`src/rtl/elevator_car_if.sv`:
```
// Elevator car bus: request inputs from the button latch and car status outputs.
interface elevator_car_if;
    logic       tick;
    logic [7:0] req;
    logic [2:0] floor;
    logic       dir_up;
    logic       moving;
    logic       door_open;
    logic       arrive;

    // Controller side: drives the timebase and the request vector, observes the car.
    modport master (
        output tick, req,
        input  floor, dir_up, moving, door_open, arrive
    );

    // Car side: consumes tick/req, reports position and door state.
    modport slave (
        input  tick, req,
        output floor, dir_up, moving, door_open, arrive
    );
endinterface

```
`src/rtl/elevator_car.sv`:
```
// Single elevator car controller: IDLE / MOVE / DOOR state machine with
// tick-based travel and door timers. All outputs are registered.
module elevator_car #(
    parameter int FLOOR_TICKS = 4,
    parameter int DOOR_TICKS  = 6
) (
    input  logic          clk,
    input  logic          rst_n,
    elevator_car_if.slave car
);

    localparam logic [1:0] S_IDLE = 2'd0;
    localparam logic [1:0] S_MOVE = 2'd1;
    localparam logic [1:0] S_DOOR = 2'd2;

    localparam logic [7:0] FLOOR_LAST = 8'(FLOOR_TICKS - 1);
    localparam logic [7:0] DOOR_LAST  = 8'(DOOR_TICKS - 1);

    logic [1:0] state_q, state_d;
    logic [2:0] floor_q, floor_d;
    logic       dir_up_q, dir_up_d;
    logic [7:0] trav_q, trav_d;
    logic [7:0] door_q, door_d;
    logic       moving_q, door_open_q, arrive_q, arrive_d;

    logic       here, above, below;
    logic [2:0] step_floor;
    logic       at_end;

    // Any request strictly above floor f.
    function automatic logic any_above(input logic [7:0] r, input logic [2:0] f);
        logic [7:0] mask;
        mask = 8'hFE << f;
        return |(r & mask);
    endfunction

    // Any request strictly below floor f.
    function automatic logic any_below(input logic [7:0] r, input logic [2:0] f);
        logic [7:0] mask;
        mask = ~(8'hFF << f);
        return |(r & mask);
    endfunction

    assign here       = car.req[floor_q];
    assign above      = any_above(car.req, floor_q);
    assign below      = any_below(car.req, floor_q);
    assign step_floor = dir_up_q ? floor_q + 3'd1 : floor_q - 3'd1;
    // Defensive stop: the direction rules never put the car in MOVE facing the
    // end of the shaft, but if it ever happens the car halts instead of wrapping.
    assign at_end     = dir_up_q ? (floor_q == 3'd7) : (floor_q == 3'd0);

    // Next-state logic: IDLE decides immediately, MOVE/DOOR advance only on tick.
    always_comb begin
        state_d  = state_q;
        floor_d  = floor_q;
        dir_up_d = dir_up_q;
        trav_d   = trav_q;
        door_d   = door_q;
        arrive_d = 1'b0;
        case (state_q)
            S_IDLE: begin
                trav_d = 8'd0;
                door_d = 8'd0;
                if (here) begin
                    state_d  = S_DOOR;
                    arrive_d = 1'b1;
                end else if (dir_up_q ? above : below) begin
                    state_d = S_MOVE;
                end else if (above) begin
                    state_d  = S_MOVE;
                    dir_up_d = 1'b1;
                end else if (below) begin
                    state_d  = S_MOVE;
                    dir_up_d = 1'b0;
                end
            end
            S_MOVE: begin
                if (car.tick) begin
                    if (trav_q == FLOOR_LAST) begin
                        trav_d = 8'd0;
                        if (at_end) begin
                            state_d = S_IDLE;
                        end else begin
                            // Decide against the floor we are arriving at.
                            floor_d = step_floor;
                            if (car.req[step_floor]) begin
                                state_d  = S_DOOR;
                                arrive_d = 1'b1;
                            end else if (dir_up_q ? any_above(car.req, step_floor)
                                                  : any_below(car.req, step_floor)) begin
                                state_d = S_MOVE;
                            end else begin
                                state_d = S_IDLE;
                            end
                        end
                    end else begin
                        trav_d = trav_q + 8'd1;
                    end
                end
            end
            S_DOOR: begin
                // A fresh press at this floor keeps the door open from the start.
                if (here) begin
                    door_d = 8'd0;
                end else if (car.tick) begin
                    if (door_q == DOOR_LAST) begin
                        door_d  = 8'd0;
                        state_d = S_IDLE;
                    end else begin
                        door_d = door_q + 8'd1;
                    end
                end
            end
            default: begin
                state_d = S_IDLE;
            end
        endcase
    end

    // State, counters and registered outputs; async reset parks the car at floor 0.
    always_ff @(posedge clk or negedge rst_n) begin
        if (!rst_n) begin
            state_q     <= S_IDLE;
            floor_q     <= 3'd0;
            dir_up_q    <= 1'b1;
            trav_q      <= 8'd0;
            door_q      <= 8'd0;
            moving_q    <= 1'b0;
            door_open_q <= 1'b0;
            arrive_q    <= 1'b0;
        end else begin
            state_q     <= state_d;
            floor_q     <= floor_d;
            dir_up_q    <= dir_up_d;
            trav_q      <= trav_d;
            door_q      <= door_d;
            moving_q    <= (state_d == S_MOVE);
            door_open_q <= (state_d == S_DOOR);
            arrive_q    <= arrive_d;
        end
    end

    assign car.floor     = floor_q;
    assign car.dir_up    = dir_up_q;
    assign car.moving    = moving_q;
    assign car.door_open = door_open_q;
    assign car.arrive    = arrive_q;

endmodule

```
`src/flat_wrapper.sv`:
```
// flat-port wrapper written by rule: the top's interface ports become plain ports
module elevator_car_flat 
#(
    parameter int FLOOR_TICKS = 4,
    parameter int DOOR_TICKS  = 6
)
  (clk, rst_n, car_tick, car_req, car_floor, car_dir_up, car_moving, car_door_open, car_arrive);
  elevator_car_if car_i ();
  input  logic clk;
  input  logic rst_n;
  input wire logic [$bits(car_i.tick)-1:0] car_tick;
  input wire logic [$bits(car_i.req)-1:0] car_req;
  output wire logic [$bits(car_i.floor)-1:0] car_floor;
  output wire logic [$bits(car_i.dir_up)-1:0] car_dir_up;
  output wire logic [$bits(car_i.moving)-1:0] car_moving;
  output wire logic [$bits(car_i.door_open)-1:0] car_door_open;
  output wire logic [$bits(car_i.arrive)-1:0] car_arrive;
  assign car_i.tick = car_tick;
  assign car_i.req = car_req;
  assign car_floor = car_i.floor;
  assign car_dir_up = car_i.dir_up;
  assign car_moving = car_i.moving;
  assign car_door_open = car_i.door_open;
  assign car_arrive = car_i.arrive;
  elevator_car #(.FLOOR_TICKS(FLOOR_TICKS), .DOOR_TICKS(DOOR_TICKS)) u_core (.clk(clk), .rst_n(rst_n), .car(car_i));
endmodule
```
`config.mk`:
```
export PLATFORM = sky130hd
export DESIGN_NAME = elevator_car_flat
export DESIGN_NICKNAME = d
export VERILOG_FILES = /design/src/rtl/elevator_car_if.sv /design/src/rtl/elevator_car.sv /design/src/flat_wrapper.sv
export SDC_FILE = /design/constraint.sdc
export NUM_CORES = 1
export LEC_CHECK = 0
export CORE_ASPECT_RATIO = 1.4
export CORE_MARGIN = 1.5
export CORE_UTILIZATION = 50
export DETAILED_ROUTE_END_ITERATION = 7
export PLACE_DENSITY = 0.72
export SLEW_MARGIN = 15
export SYNTH_ARGS = -nofsm -noshare
export SYNTH_HDL_FRONTEND = slang
export SYNTH_SLANG_ARGS = --single-unit
```
`constraint.sdc`:
```
create_clock -name clk -period 7.1 [get_ports clk]
set_input_delay 0.71 -clock clk [delete_from_list [all_inputs] [get_ports clk]]
set_output_delay 0.71 -clock clk [all_outputs]
set_load 0.05 [all_outputs]
```
### After elaboration in Yosys (flattened, before gate mapping)

Cells that the tools add are included.

| operators by class | value |
|---|---|
| bitwise logic cells | 9 |
| add/sub/neg operators | 4 |
| eq/ne operators | 9 |
| shift-type cells | 4 |
| reduce and logical (&&, ||, !) cells | 13 |
| multiplexer cells | 36 |
| magnitude comparators | 2 |

Operators with widths:

| kind | number |
|---|---|
| $mux 8 | 5 |
| $and 8x8->8 | 4 |
| $pmux 8 s2 | 2 |
| $reduce_or 8->1 | 4 |
| $shl 8x3->8 const A | 4 |
| $mux 2 | 11 |
| $add 8x1->8 const B | 2 |
| $not 8->8 | 2 |
| $mux 1 | 13 |
| $eq 8x2->1 const B | 1 |
| $eq 8x3->1 const B | 1 |
| $lt 3x4->1 const B | 2 |
| $reduce_and 4->1 | 2 |
| $bmux 1 s3 | 2 |
| $pmux 2 s3 | 1 |
| $reduce_bool 2->1 | 3 |
| $eq 2x1->1 const B | 2 |
| $eq 2x2->1 const B | 2 |
| $reduce_and 2->1 | 2 |
| $add 3x1->3 const B | 1 |
| $eq 3x3->1 const B | 1 |
| $logic_not 3->1 | 1 |
| $mux 3 | 1 |
| $ne 3x2->1 const B | 1 |
| other kinds (5) | 7 |

| storage, ports and cells | value |
|---|---|
| output and inout bits | 7 |
| input port bits | 11 |
| logic and storage cells | 85 |
| bits in registers | 25 |

### Logic depth before layout (Yosys ltp)

| logic depth | value |
|---|---|
| depth in word-level cells | 14 |
| mapped depth | 10 |
| gate-level depth less buffers | 9 |

### Worst setup path after synthesis

No wires, ideal clock.

| timing | value |
|---|---|
| path type | register to register |
| start point | reg u_core.floor_q[0] (netlist: u_core.car.floor[0]) |
| end point | reg u_core.moving_q (netlist: u_core.car.moving) |
| clock period less this slack | 2796 ps |
| path buffers | 1 |
| arrival | 2719 ps |
| data required time | 7022 ps |
| library setup time | 78 ps |
| slack | 4304 ps |
| stages on the path, launching flop included | 9 |
| cell sequence | dfrtp_1 > buf_2 > inv_1 > fa_1 > xor3_1 > mux2i_1 > nor3b_1 > o21ai_0 > a21oi_1 |

| between the ends | value |
|---|---|
| cells in the longest elaborated chain, start to end | 14 |
| elaborated cells on any way between the ends | 38 |
| classes of those cells | 2 x add/sub; 2 x eq/ne; 4 x shift; 19 x mux; 6 x bitwise; 5 x reduce/logical |

Ends and longest elaborated chain:

| item | RTL line | source |
|---|---|---|
| start, declared | elevator_car.sv:20 | `logic [2:0] floor_q, floor_d;` |
| start signal, assigned | elevator_car.sv:133 | `floor_q <= floor_d;` |
| $sub 3x1->3 or $add 3x1->3 (tied branches) | elevator_car.sv:47 | `assign step_floor = dir_up_q ? floor_q + 3'd1 : floor_q - 3'd1;` |
| $mux 3 * | elevator_car.sv:47 |  |
| named net u_core.step_floor[0] | elevator_car.sv:27 | `logic [2:0] step_floor;` |
| $shl 8x3->8 | elevator_car.sv:40 | `mask = ~(8'hFF << f);` |
| $not 8->8 | elevator_car.sv:40 |  |
| $and 8x8->8 | elevator_car.sv:41 | `return \|(r & mask);` |
| $reduce_or 8->1 | elevator_car.sv:41 |  |
| $mux 1 (2 in series) | elevator_car.sv:89 | `end else if (dir_up_q ? any_above(car.req, step_floor)` |
| $mux 2 * | elevator_car.sv:86 | `if (car.req[step_floor]) begin` |
| $mux 2 * | elevator_car.sv:81 | `if (at_end) begin` |
| $mux 2 * | elevator_car.sv:79 | `if (trav_q == FLOOR_LAST) begin` |
| $mux 2 * | elevator_car.sv:78 | `if (car.tick) begin` |
| $pmux 2 s3 * | elevator_car.sv:60 | `case (state_q)` |
| $eq 2x1->1 * | elevator_car.sv:137 | `moving_q <= (state_d == S_MOVE);` |
| end signal, assigned | elevator_car.sv:137 |  |
| end, declared | elevator_car.sv:24 | `logic moving_q, door_open_q, arrive_q, arrive_d;` |

Mark *: on every way through the listed nets, which the timed path passes. The rest lies on a longest branch. The select of a mux whose other input is x is not followed.
A chain may end at the register's enable or synchronous reset.

### Final worst setup path

| timing | value |
|---|---|
| start point | reg u_core.floor_q[0] (netlist: u_core.car.floor[0]) |
| end point | reg u_core.state_q[0] |

| between the ends | value |
|---|---|
| cells in the longest elaborated chain, start to end | 13 |
| elaborated cells on any way between the ends | 37 |
| classes of those cells | 2 x add/sub; 1 x eq/ne; 4 x shift; 19 x mux; 6 x bitwise; 5 x reduce/logical |

Ends and longest elaborated chain:

| item | RTL line | source |
|---|---|---|
| $sub 3x1->3 or $add 3x1->3 (tied branches) | elevator_car.sv:47 |  |
| $mux 3 * | elevator_car.sv:47 |  |
| named net u_core.step_floor[0] | elevator_car.sv:27 |  |
| $shl 8x3->8 | elevator_car.sv:40 |  |
| $not 8->8 | elevator_car.sv:40 |  |
| $and 8x8->8 | elevator_car.sv:41 |  |
| $reduce_or 8->1 | elevator_car.sv:41 |  |
| $mux 1 (2 in series) | elevator_car.sv:89 |  |
| $mux 2 * | elevator_car.sv:86 |  |
| $mux 2 * | elevator_car.sv:81 |  |
| $mux 2 * | elevator_car.sv:79 |  |
| $mux 2 * | elevator_car.sv:78 |  |
| $pmux 2 s3 * | elevator_car.sv:60 |  |
| named net u_core.state_d[0] | elevator_car.sv:19 | `logic [1:0] state_q, state_d;` |
| end signal, assigned | elevator_car.sv:132 | `state_q <= state_d;` |
| end, declared | elevator_car.sv:19 |  |

Marked as above.

==> impl_metrics.tcl <==
set metrics [dict create \
    leakage_nw 0.828 \
    drc 0 \
    final_max_slew_viol_count 0 \
    yosys_warnings 0 \
    cts_setup_buffers 0 \
    seqCellArea_um2 627 \
    drive_gt1_frac 0.0634 \
    critPathKind "reg -> reg" \
    fin_util 0.591 \
    drt_iter0_markers 31 \
    status "completed" \
    worstPathArrival_ps 3120 \
    ys_types 53 \
    dieWidth_um 53.0 \
    rsz0062_at_grt "false" \
    synth_cells 191 \
    syn_area_um2 1750 \
    grt_max_degree 26 \
    final.setup.tns_ps 0 \
    multi_input_area_um2 1040 \
    cts_inserted_buffers 3 \
    layout_common_cells "25 x o21ai_0, 24 x dfrtp_1, 16 x nand2_1, 16 x clkdlybuf4s50_1, 14 x inv_1" \
    grt_pass1_wl_um 7050 \
    p_per_area_nw_per_um2 370 \
    clock_skew_ps 7.83 \
    finalNetCount 224 \
    fmaxAchievable_mhz 342 \
    initial_core_util 0.522 \
    io_buffers 17 \
    synth_area_per_cell_um2 9.15 \
    grt_use_total 0.242 \
    fp.dieH_um 73.0 \
    place_inst 241 \
    antenna_found_initial 0 \
    synth_edf_count 0 \
    crit_path_end_kind "flop" \
    pre_cts_slack_ps 4000 \
    relSlewSlack 0.393 \
    wire_per_inst_um 16.7 \
    finalCritPeriodShare 0.412 \
    synth_nets 209 \
    firstDrtPassIters 5 \
    clkTransAtPathRegs_ps 90 \
    h-tree-depth 1 \
    clock_latency_ps 270 \
    synth_top_area_cell "dfrtp_1" \
    hpwl_um 3100 \
    grt_pass1_vias 1649 \
    ant_nets 0 \
    layout_min_cycle_time_ps 2930 \
    synth-async-reset-ratio 1.00 \
    n_antenna_cell 0 \
    final_hold_viol_count 0 \
    synthTopCellsByArea "dfrtp_1 34%, o21ai_0 7.2%, ha_1 4.3%, mux4_2 3.9%, nand2_1 3.4%" \
    drt-total-wl_um 4080 \
    crit_fanout 16 \
    setup_slack_ps 4170 \
    maxCapViolCount 0 \
    required_ps 7300 \
    synth_ff_type "dfrtp_1" \
    worst_pin_slew_ps 887 \
    reg2reg_to "u_core.state_q[0]" \
    ys_ff_latch 25 \
    cts-root-buf "clkbuf_8" \
    ff2ff_setup_slack_ps 4170 \
    cts_tree "yes" \
    finalSetupViolations 0 \
    r2r_cells 7 \
    rows 25 \
    ir_worst_vdd_uv 220 \
    start_kind "flop" \
    n_fill_cell 280 \
    gp_congestion 0.889 \
    cts_resized 0 \
    grt_overflow 0 \
    power.total_mw 0.733 \
    cts.path.max_buffers 2 \
    final_cells 245 \
    num_vias 1561 \
    holdCritPathClass "in -> async" \
    ios 18 \
    synth_top_area_share 0.344 \
    vias_per_cell 6.37 \
    ys_seq_area_frac 0.359 \
    clkSinkCount 25 \
    die-area_um2 3860 \
    core_region_area_um2 3350 \
    cts-hold-fix-buffers 0 \
    final_common_cell "o21ai_0" \
    syn2layout_area_growth_pct 13.2 \
    r2r_start "u_core.car.floor[0]" \
]
## metrics by stage
step                      hold slack [ps]  instance area, um2
after CTS                             515                1980
after global placement                456                1940
after global routing                  461                1980
after detailed placement              501                1940
after floorplan                       414                1750
final                                 422                1980
## cell usage after synthesis (4+ instances only)
library cell   n
and3_1         4
inv_1         14
nor2_1        11
dfrtp_1       24
xnor2_1        4
a21oi_1        9
o31ai_1        5
ha_1           6
nand2_1       16
nand2b_1       8
o21ai_0       25
nand3_1        5
clkbuf_1       5
## logic make-up (layout without fill, tap and decap cells)
| family | after synthesis | after routing | share of synthesized area |
|---|---|---|---|
| AOI/OAI and AO/OA | 60 | 60 | 0.220 |
| adders and majority gates | 8 | 8 | 0.0601 |
| buffers and inverters | 21 | 35 | 0.0480 |
| xor gates and xnor gates | 8 | 8 | 0.0487 |
| DFF | 25 | 25 | 0.359 |
| muxes | 6 | 6 | 0.0723 |
| and+or+nand+nor | 63 | 63 | 0.192 |
## registers in the layout, indices dropped and copies added, names as in the netlist
register / flops
u_core.car.arrive: 1
u_core.car.dir_up: 1
u_core.car.door_open: 1
u_core.car.floor: 3
u_core.car.moving: 1
u_core.door_q: 8
u_core.state_q: 2
u_core.trav_q: 8
## metal layers
layer  share of wire  GRT usage  vias up
li1                -          -      723
met1            0.39      0.269      777
met2            0.55      0.447       48
met3           0.033     0.0225       13
met4           0.032      0.117        0
met5               0          0        -
## worst max-delay path by stage
stage / slack [ps] / endpoint / startpoint / depth (start not counted)
after floorplan: 4300 / u_core.car.moving / u_core.car.floor[0] / 8
after global placement: 4080 / u_core.door_q[5] / car_req[0] / 6
final: 4170 / u_core.state_q[0] / u_core.car.floor[0] / 7
after global routing: 3930 / u_core.state_q[0] / u_core.car.floor[0] / 7
after CTS: 4150 / u_core.state_q[0] / u_core.car.floor[0] / 7
after detailed placement: 4000 / u_core.door_q[5] / car_req[4] / 6
## worst max-delay path, cell delays in order (launching register included)
cell	delay, ps
dfrtp_1	740
inv_1	170
fa_1	480
xor3_1	510
mux2i_1	340
nor3b_1	210
o21ai_0	200
a21oi_1	180
## cell type report
type | instances | area share
repair buffers | 17 | 0.0835
inverters | 14 | 0.0266
multi-input cells | 145 | 0.524
clock buffers | 3 | 0.0209
clock inverters | 1 | 0.00253
well taps | 40 | 0.0253
flip-flops and latches | 25 | 0.317
## power by group
part | total (mW) | internal [mW] | switching [mW]
registers | 0.238 | 0.175 | 0.0630
clock network | 0.0848 | 0.0392 | 0.0455
logic | 0.410 | 0.171 | 0.239
total | 0.733 | 0.385 | 0.348
Power figures use the tool's default switching activity.
